### config.mk
export PLATFORM = sky130hd
export DESIGN_NAME = ro_puf_challenge_ctrl
export DESIGN_NICKNAME = d
export VERILOG_FILES = /design/src/rtl/ro_puf_challenge_ctrl.sv
export SDC_FILE = /design/constraint.sdc
export NUM_CORES = 1
export LEC_CHECK = 0
export ABC_AREA = 1
export BUFFER_PORTS_ARGS = -buffer_cell sky130_fd_sc_hd__buf_2
export CORE_UTILIZATION = 35
export DETAILED_ROUTE_END_ITERATION = 6
export PLACE_DENSITY = 0.61
export SYNTH_ARGS = -nofsm -noshare
export SYNTH_HDL_FRONTEND = slang
export SYNTH_SLANG_ARGS = --single-unit
export TNS_END_PERCENT = 10
### constraint.sdc
create_clock -name clk -period 9.22 [get_ports clk]
set_clock_uncertainty 0.1 [all_clocks]
set_input_delay 1.383 -clock clk [delete_from_list [all_inputs] [get_ports clk]]
set_output_delay 1.383 -clock clk [all_outputs]
set_load 0.01 [all_outputs]
### src/rtl/ro_puf_challenge_ctrl.sv
// Ring-oscillator PUF challenge controller: decodes a challenge pair into
// oscillator enables and mux selects, counts rising edges on the two selected
// oscillators over a fixed window, and reports which one was faster.
module ro_puf_challenge_ctrl #(
  parameter int N_RO   = 128,
  parameter int SEL_W  = 8,
  parameter int CNT_W  = 16,
  parameter int SETTLE = 8,
  parameter int WINDOW = 1024
) (
  input  logic              clk,
  input  logic              rst,
  input  logic              start,
  input  logic [SEL_W-1:0]  sel_a,
  input  logic [SEL_W-1:0]  sel_b,
  output logic [N_RO-1:0]   ro_en,
  output logic [SEL_W-1:0]  mux_sel_a,
  output logic [SEL_W-1:0]  mux_sel_b,
  input  logic              ro_a,
  input  logic              ro_b,
  output logic              busy,
  output logic              done,
  output logic              response,
  output logic              error,
  output logic [CNT_W-1:0]  count_a,
  output logic [CNT_W-1:0]  count_b
);

  localparam int TW = $clog2((WINDOW > SETTLE) ? WINDOW : SETTLE) + 1;
  localparam logic [TW-1:0]   SETTLE_LAST = TW'(SETTLE - 1);
  localparam logic [TW-1:0]   WINDOW_LAST = TW'(WINDOW - 1);
  localparam logic [N_RO-1:0] ONE_HOT0    = N_RO'(1);

  typedef enum logic [1:0] {
    ST_IDLE,
    ST_SETTLE,
    ST_COUNT,
    ST_RESULT
  } state_t;

  state_t           state;
  logic [TW-1:0]    timer;
  logic [2:0]       sync_a;
  logic [2:0]       sync_b;
  logic [CNT_W-1:0] edges_a;
  logic [CNT_W-1:0] edges_b;
  logic [CNT_W-1:0] next_a;
  logic [CNT_W-1:0] next_b;
  logic             rise_a;
  logic             rise_b;
  logic             invalid;

  // Two-flop synchronizers plus a history flop; free-running in every state.
  always_ff @(posedge clk or posedge rst) begin
    if (rst) begin
      sync_a <= '0;
      sync_b <= '0;
    end else begin
      sync_a <= {sync_a[1:0], ro_a};
      sync_b <= {sync_b[1:0], ro_b};
    end
  end

  // Rising-edge detect, saturating counter update and challenge validity.
  always_comb begin
    rise_a  = sync_a[1] & ~sync_a[2];
    rise_b  = sync_b[1] & ~sync_b[2];
    next_a  = edges_a;
    next_b  = edges_b;
    if (state == ST_COUNT && rise_a && edges_a != '1) next_a = edges_a + CNT_W'(1);
    if (state == ST_COUNT && rise_b && edges_b != '1) next_b = edges_b + CNT_W'(1);
    invalid = sel_a[SEL_W-1] | sel_b[SEL_W-1] | (sel_a == sel_b);
  end

  // Challenge FSM with registered outputs. The final-window result is taken
  // from the next-count values so the last COUNT cycle's edge is included.
  always_ff @(posedge clk or posedge rst) begin
    if (rst) begin
      state     <= ST_IDLE;
      timer     <= '0;
      edges_a   <= '0;
      edges_b   <= '0;
      ro_en     <= '0;
      mux_sel_a <= '0;
      mux_sel_b <= '0;
      busy      <= 1'b0;
      done      <= 1'b0;
      response  <= 1'b0;
      error     <= 1'b0;
      count_a   <= '0;
      count_b   <= '0;
    end else begin
      done <= 1'b0;
      case (state)
        ST_IDLE: begin
          if (start) begin
            mux_sel_a <= sel_a;
            mux_sel_b <= sel_b;
            count_a   <= '0;
            count_b   <= '0;
            response  <= 1'b0;
            if (invalid) begin
              error <= 1'b1;
              done  <= 1'b1;
              state <= ST_RESULT;
            end else begin
              error   <= 1'b0;
              ro_en   <= (ONE_HOT0 << sel_a) | (ONE_HOT0 << sel_b);
              busy    <= 1'b1;
              timer   <= '0;
              edges_a <= '0;
              edges_b <= '0;
              state   <= ST_SETTLE;
            end
          end
        end
        ST_SETTLE: begin
          if (timer == SETTLE_LAST) begin
            timer <= '0;
            state <= ST_COUNT;
          end else begin
            timer <= timer + TW'(1);
          end
        end
        ST_COUNT: begin
          edges_a <= next_a;
          edges_b <= next_b;
          if (timer == WINDOW_LAST) begin
            count_a  <= next_a;
            count_b  <= next_b;
            response <= (next_a > next_b);
            done     <= 1'b1;
            busy     <= 1'b0;
            ro_en    <= '0;
            state    <= ST_RESULT;
          end else begin
            timer <= timer + TW'(1);
          end
        end
        ST_RESULT: state <= ST_IDLE;
        default:   state <= ST_IDLE;
      endcase
    end
  end

endmodule

# Word level (Yosys, flattened, before mapping)
# Index checks and enable logic that the tools add are counted.
# classes
n_addsub	3
n_lt_le_gt_ge	1
n_eq_ne	13
shifts	2
muxes	36
bitwise_logic	7
n_reduce_logical	13
# ops
cell	count
two-way mux 128 bit	3
one-hot mux 128 bit (2 select lines)	1
left shift 1 x 8 -> 128 bit, first input constant	2
OR 128 bit	1
one-hot mux 16 bit (2 select lines)	4
two-way mux 16 bit	7
two-way mux 11 bit	4
one-hot mux 11 bit (3 select lines)	1
adder 16 x 1 -> 16 bit, second input constant	2
inequality test 16 bit, second input constant	2
> comparator 16 bit	1
adder 11 x 1 -> 11 bit, second input constant	1
== test 11 x 10 -> 1 bit, second input constant	1
== test 11 x 3 -> 1 bit, second input constant	1
AND reduction 3 bit	3
== test 8 bit	1
two-way mux 1 bit	8
two-way mux 2 bit	4
inequality test 2 bit, second input constant	4
one-hot mux 2 bit (4 select lines)	1
AND reduction 4 bit	2
one-hot mux 1 bit (2 select lines)	3
== test 2 bit, second input constant	2
logical AND 1 bit	4
9 further kinds	12
# totals
register_bits	231
in_bits	21
output_inout_bits	180
elab_cells	90

# Logic depth before layout (Yosys ltp)
# Gate-level depths: netlist of the first run.
# logic_depth
ltp_word	8
mapped_depth	20
depth_no_buf	18

# Worst setup path before layout of the first run
# Ideal clock, no wire load.
# synth_timing
path_kind	in2reg
start	in sel_a[7]
end	reg ro_en[119]
setup_time_ns	0.066
arrival_ns	3.054
required_time_ns	9.054
path_slack_ns	6.000
cell_stages	14
path_buffers	3
cell_sequence	clkinv_1 -> clkbuf_1 -> ha_1 -> a21oi_1 -> nand2_1 -> nor2_1 -> nand2_1 -> nand2_2 -> nand2_2 -> nand3_2 -> buf_4 -> buf_2 -> nand2_1 -> nand2_1
# synth_between
elab_chain_cells	5
word_cells_on_any_way	10
cone_classes	2 x eq/ne; 1 x shift; 3 x mux; 3 x bitwise; 1 x reduce/logical
# synth_lines
element	line_no	rtl
from (decl)	14	input logic [SEL_W-1:0] sel_a,
parallel branches: the longest is 5 deep, another holds == test 8 bit	n/a	
to (signal assigned)	108	ro_en <= (ONE_HOT0 << sel_a) | (ONE_HOT0 << sel_b);
to (decl)	16	output logic [N_RO-1:0] ro_en,
# Parallel ways; which one is timed is not known. The select of a mux whose other input is x is not followed.
# A chain may end at the register's enable or synchronous reset.

# Worst setup path after layout of the first run
# layout_timing
start	in sel_a[5]
end	reg ro_en[55]
# The elaborated chain is that of the path after synthesis.

==> results of run 1 <==
area by class of cell:
type                    count  area [um^2]
well taps                 518          648
multi-input cells        1544         7260
clock inverters             5         28.8
fillers                  4169        23200
repair buffers            213         1110
inverters                  85          327
flip-flops and latches    231         5780
clock buffers              37          763
kinds of logic after synthesis:
| logic type | synth area share |
|---|---|
| simple gates | 0.397 |
| xor+xnor | 0.0143 |
| flops | 0.412 |
| buf+inv | 0.0730 |
| fa+ha+maj | 0.0214 |
| compound gates | 0.0816 |
power by group:
| part | switching (mW) | internal [mW] | total [mW] |
|---|---|---|---|
| combinational | 1.17 | 0.355 | 1.52 |
| clock | 0.430 | 0.568 | 0.998 |
| sequential | 0.132 | 1.14 | 1.27 |
| total | 1.73 | 2.07 | 3.80 |
sequential cells by signal, summed over array words and instances (netlist names), 3 cells and up:
| signal | flops |
|---|---|
| timer | 11 |
| edges_b | 16 |
| mux_sel_a | 8 |
| count_b | 16 |
| sync_a | 3 |
| edges_a | 16 |
| ro_en | 128 |
| sync_b | 3 |
| count_a | 16 |
| mux_sel_b | 8 |
critical path, delay by kind of cell:
family | cells | cell delay (ps)
buffers and inverters | 3 | 2110
AND/OR/NAND/NOR | 9 | 1540
layer usage:
metal  routed length (um)  GRT usage  vias up  part of all wire
li1                     -          -     6863                 -
met5                    0          0        -                 0
met2                22900      0.387      704              0.45
met3                 4120     0.0351      122             0.081
met4                 2080     0.0913        0             0.041
met1                21600      0.338     6898              0.43
placed cells by master, fill, tap and decap left out, types with 17 or more instances in the layout:
master,count
clkbuf_16,27
buf_2,200
nand2_1,719
ha_1,23
dfrtp_1,231
xor2_1,17
o21ai_1,28
inv_1,67
o21ai_0,32
nor2_1,158
a21oi_1,139
nand4_1,158
nand3_1,216
path summary, 6_finish.rpt:
check / cells past startpoint / end / slack, ps / start
max: 12 / ro_en[55]$_DFFE_PP0P_ / 4410 / sel_a[5]
max reg2reg: 15 / response$_DFFE_PP0P_ / 5130 / state[0]$_DFFE_PP0P_
min: 0 / sync_a[1]$_DFF_PP0_ / 250 / sync_a[0]$_DFF_PP0_
min in group asynchronous: 2 / edges_b[12]$_DFFE_PP0P_ / 840 / rst
min reg2reg: 0 / sync_a[1]$_DFF_PP0_ / 250 / sync_a[0]$_DFF_PP0_
max in group asynchronous: 3 / ro_en[55]$_DFFE_PP0P_ / 6760 / rst
metrics by stage:
stage	power, mW	worst slack (ps)	hold WS, ps	instance area [um^2]
2_1_floorplan	2.43	1400	231	14000
3_3_place_gp	2.77	4030	234	15100
3_5_place_dp	2.80	3900	240	15100
4_1_cts	3.81	4500	254	15900
5_1_grt	4.04	4100	267	15900
6_report	3.80	4410	249	15900
==> results.yml, run 1 <==
outcome:
  outcome: "finished clean"
global_route:
  overflow: 0
  antenna_found_initial: 0
  grt_pass1_wl_um: 79200
  grt_pass1_vias: 13300
  grt_max_degree: 118
  track_usage: 0.245
drt:
  drc: 0
  drtPass1Iterations: 6
  ant_nets: 0
  via_per_inst: 5.54
  dr_total_vias: 14600
  drt_first_iter_violations: 1862
  wl_per_cell_um: 19.3
  drt-total-wl_um: 50800
die:
  rows: 72
  core-area_um2: 39100
  io_pins: 201
  dieArea_um2: 40800
  initial_core_util: 0.358
  fp.dieH_um: 202
  die_w_um: 202
sta:
  finalSetupTns_ps: 0
  final_hold_viol_count: 0
  tightest_slew_ps: 1200
  period_needed_ps: 4810
  slew_headroom: 0.199
  rsz0062_at_grt: "false"
  setup_viol: 0
  min_period_over_period: 0.522
  clock.fmax_mhz: 208
  slew_violations: 0
synthesis:
  ys.flop_type: "dfrtp_1"
  syn_inst: 2018
  synth_edf_count: 0
  yosysMostFrequentCell: "nand2_1"
  synth_seq_area_share: 0.412
  synthTopCellsByCount: "nand2_1 (719), dfrtp_1 (231), nand3_1 (216)"
  synthesis.nets: 2063
  syn_area_um2: 14000
  yosysUniqueCellTypes: 36
  syn_area_per_cell_um2: 6.94
  yosys.area.top_type_share: 0.412
  ys_top_cells_by_area: "dfrtp_1 (41%), nand2_1 (19%), nand3_1 (7.7%)"
  ys_ff_latch: 231
  async_flop_share: 1.00
  yosysWarnings: 0
  synth_top_area_cell: "dfrtp_1"
placement:
  io_buffers: 200
  dp.cells: 2591
  gp_congestion: 0.976
  dp.final_hpwl_um: 34100
critical_path:
  crit_path_frequent_cell: "nand2_1"
  cp.required_ps: 9600
  crit_arrival_ps: 5190
  end_kind: "register"
  path_class: "input pin to register"
  cp-start-kind: "input pin"
  crit_slowest_cell: "buf_2"
  crit_fanout: 84
  crit_chain: "buf_2 > inv_2 > nand2_1 > nand3_1 > nor2_1 > nand2_1 > nand2_2 > nand2_2 > nand3_4 > buf_4 > nand2_1 > nand2_1"
  max_stage_delay_ps: 750
worst_hold_path:
  worstHoldPathType: "register to register"
clock_tree:
  cts_resized: 0
  cts_tree: "yes"
  post_cts_buffers: 0
  numCtsBuffers: 26
  clk_pin_slew_ps: 60
  cts_sinks: 231
  clock_latency_ps: 560
  htree_levels: 1
  root_buffer: "clkbuf_16"
  ctsHoldBuffers: 0
  cts.path.max_buffers: 3
power:
  power_density_nw_per_um2: 238
  peakVddDrop_mv: 0.175
  leakage_nw: 7.99
finish:
  area_growth_pct: 13.6
  fin_nets: 2146
  drive_above_1_share: 0.133
  finalNonFillerCells: 2633
  antenna_cells: 0
  utilization: 0.407
run:
  cap_viol_max_count: 0
No activity file was read; power rests on OpenSTA's default activity.
==> inputs of run 2 (changes only) <==
--- a/config.mk
+++ b/config.mk
@@ -9,7 +9,7 @@
 export BUFFER_PORTS_ARGS = -buffer_cell sky130_fd_sc_hd__buf_2
 export CORE_UTILIZATION = 35
 export DETAILED_ROUTE_END_ITERATION = 6
-export PLACE_DENSITY = 0.61
+export PLACE_DENSITY = 0.63
 export SYNTH_ARGS = -nofsm -noshare
 export SYNTH_HDL_FRONTEND = slang
 export SYNTH_SLANG_ARGS = --single-unit
==> constraint.sdc (replaced) <==
create_clock -name clk -period 4.2 [get_ports clk]
set_clock_uncertainty 0.1 [all_clocks]
set_input_delay 0.63 -clock clk [delete_from_list [all_inputs] [get_ports clk]]
set_output_delay 0.63 -clock clk [all_outputs]
set_load 0.01 [all_outputs]
==> run 2 against run 1 <==
  * Clock-buffer cell count fell by 7
  * Sequential cell count stayed put
  * Sequential power grew 120%
  * Critical path type is now register to register
==> results.yml, run 2 (synthesized netlist as in run 1, its figures left out) <==
power:
  p_sw_mw: 3.89
  seqPwrFrac: 0.315
  leakage_nw: 8.20
  power.total_mw: 8.87
  swShare: 0.439
  power_density_nw_per_um2: 543
  power.share.clock: 0.292
  p_int_mw: 4.98
  peakVddDrop_mv: 0.564
  combPwrFrac: 0.393
placement:
  dp.final_hpwl_um: 35900
  io_buffers: 200
  dp.cells: 2613
  place_area_um2: 15400
  dp_slack_ps: 991
  gp_congestion: 0.970
die:
  dieArea_um2: 40800
  rows: 72
  die_w_um: 202
  io_pins: 201
  core-area_um2: 39100
  initial_core_util: 0.358
  fp.dieH_um: 202
critical_path:
  reg2reg_from: "edges_a[0]$_DFFE_PP0P_"
  cp-start-kind: "register"
  worst-r2r-setup-slack_ps: 960
  crit_fanout: 15
  crit_arrival_ps: 3600
  cp.required_ps: 4550
  end_kind: "register"
  reg2reg_depth: 16
  startpoint: "edges_a[0]$_DFFE_PP0P_"
  r2r-end: "response$_DFFE_PP0P_"
  path_class: "register to register"
drt:
  ant_nets: 0
  drc: 0
  dr_total_vias: 14900
  drt_first_iter_violations: 1596
  wl_per_cell_um: 19.5
  via_per_inst: 5.60
  drtPass1Iterations: 7
  drt-total-wl_um: 52000
clock_tree:
  ctsHoldBuffers: 0
  cts.path.max_buffers: 3
  htree_levels: 1
  cts_resized: 0
  clock_latency_ps: 570
  numCtsBuffers: 26
  cts_tree: "yes"
  root_buffer: "clkbuf_16"
  post_cts_buffers: 0
  cts_sinks: 231
  clk_pin_slew_ps: 60
global_route:
  overflow: 0
  track_usage: 0.252
  grt_max_degree: 130
  antenna_found_initial: 1
  grt_pass1_vias: 13700
  grt_pass1_wl_um: 81400
sta:
  setup_viol: 0
  rsz0062_at_grt: "false"
  slew_violations: 0
  period_needed_ps: 3240
  finalSetupTns_ps: 0
  min_period_over_period: 0.772
  layout_setup_ws_ps: 958
  clock.fmax_mhz: 308
  slew_headroom: 0.359
  final_hold_viol_count: 0
  tightest_slew_ps: 958
  whs_ps: 81.2
finish:
  largest_reg_flops: 128
  drive_above_1_share: 0.147
  finalNonFillerCells: 2662
  utilization: 0.418
  design_area_um2: 16300
  largest-register: "ro_en"
  fin_nets: 2168
  most-common-layout-cells: "nand2_1 (719), dfrtp_1 (231), nand3_1 (216)"
  layout_commonest_cell: "nand2_1"
  area_growth_pct: 16.6
worst_hold_path:
  hold_path_depth: 1
  hold_end: "sync_a[0]$_DFF_PP0_"
  worstHoldPathType: "input pin to register"
  min_from: "ro_a"
run:
  cap_viol_max_count: 0
outcome:
  outcome: "finished clean"
==> run 2: worst max-delay path by stage <==
stage / endpoint / depth (start not counted)
after detailed placement: response$_DFFE_PP0P_ / 16
after CTS: response$_DFFE_PP0P_ / 16
after global placement: response$_DFFE_PP0P_ / 16
after floorplan: busy$_DFFE_PP0P_ / 1
after global routing: response$_DFFE_PP0P_ / 16
final: response$_DFFE_PP0P_ / 16
==> run 2: layout make-up <==
type / count / area [um^2]
fillers: 4140 / 22800
flip-flops and latches: 231 / 5780
clock buffers: 30 / 717
inverters: 85 / 323
clock inverters: 18 / 255
diodes: 1 / 2.50
multi-input cells: 1544 / 7260
well taps: 518 / 648
repair buffers: 235 / 1350
==> run 2: power groups by stage <==
stage               Sequential, mW  Combinational (mW)  Clock (mW)
floorplan                     2.82                2.52           0
finish                        2.79                3.49        2.59
detailed placement            2.83                3.47           0
global placement              2.82                3.45           0
global route                  2.84                3.87        2.71
CTS                           2.80                3.48        2.64
==> run 2: routing by layer <==
layer | part of all wire | routed length, um | vias up | global-route usage
met4 | 0.046 | 2370 | 0 | 0.108
met2 | 0.45 | 23600 | 789 | 0.397
met3 | 0.079 | 4130 | 122 | 0.0400
met5 | 0 | 0 | - | 0
li1 | - | - | 6898 | -
met1 | 0.42 | 21900 | 7105 | 0.344
==> run 2: critical path, stage by stage (launching register included) <==
cell	delay (ps)
dfrtp_1	410
ha_1	240
nand2_1	70
nor2_1	180
nand2_1	110
o21ai_2	530
inv_2	260
o21ai_0	330
inv_1	80
ha_1	290
a21oi_1	150
o21a_1	140
nand2_1	50
nand2_1	50
nand2_1	40
nand3_1	60
nand2_1	50
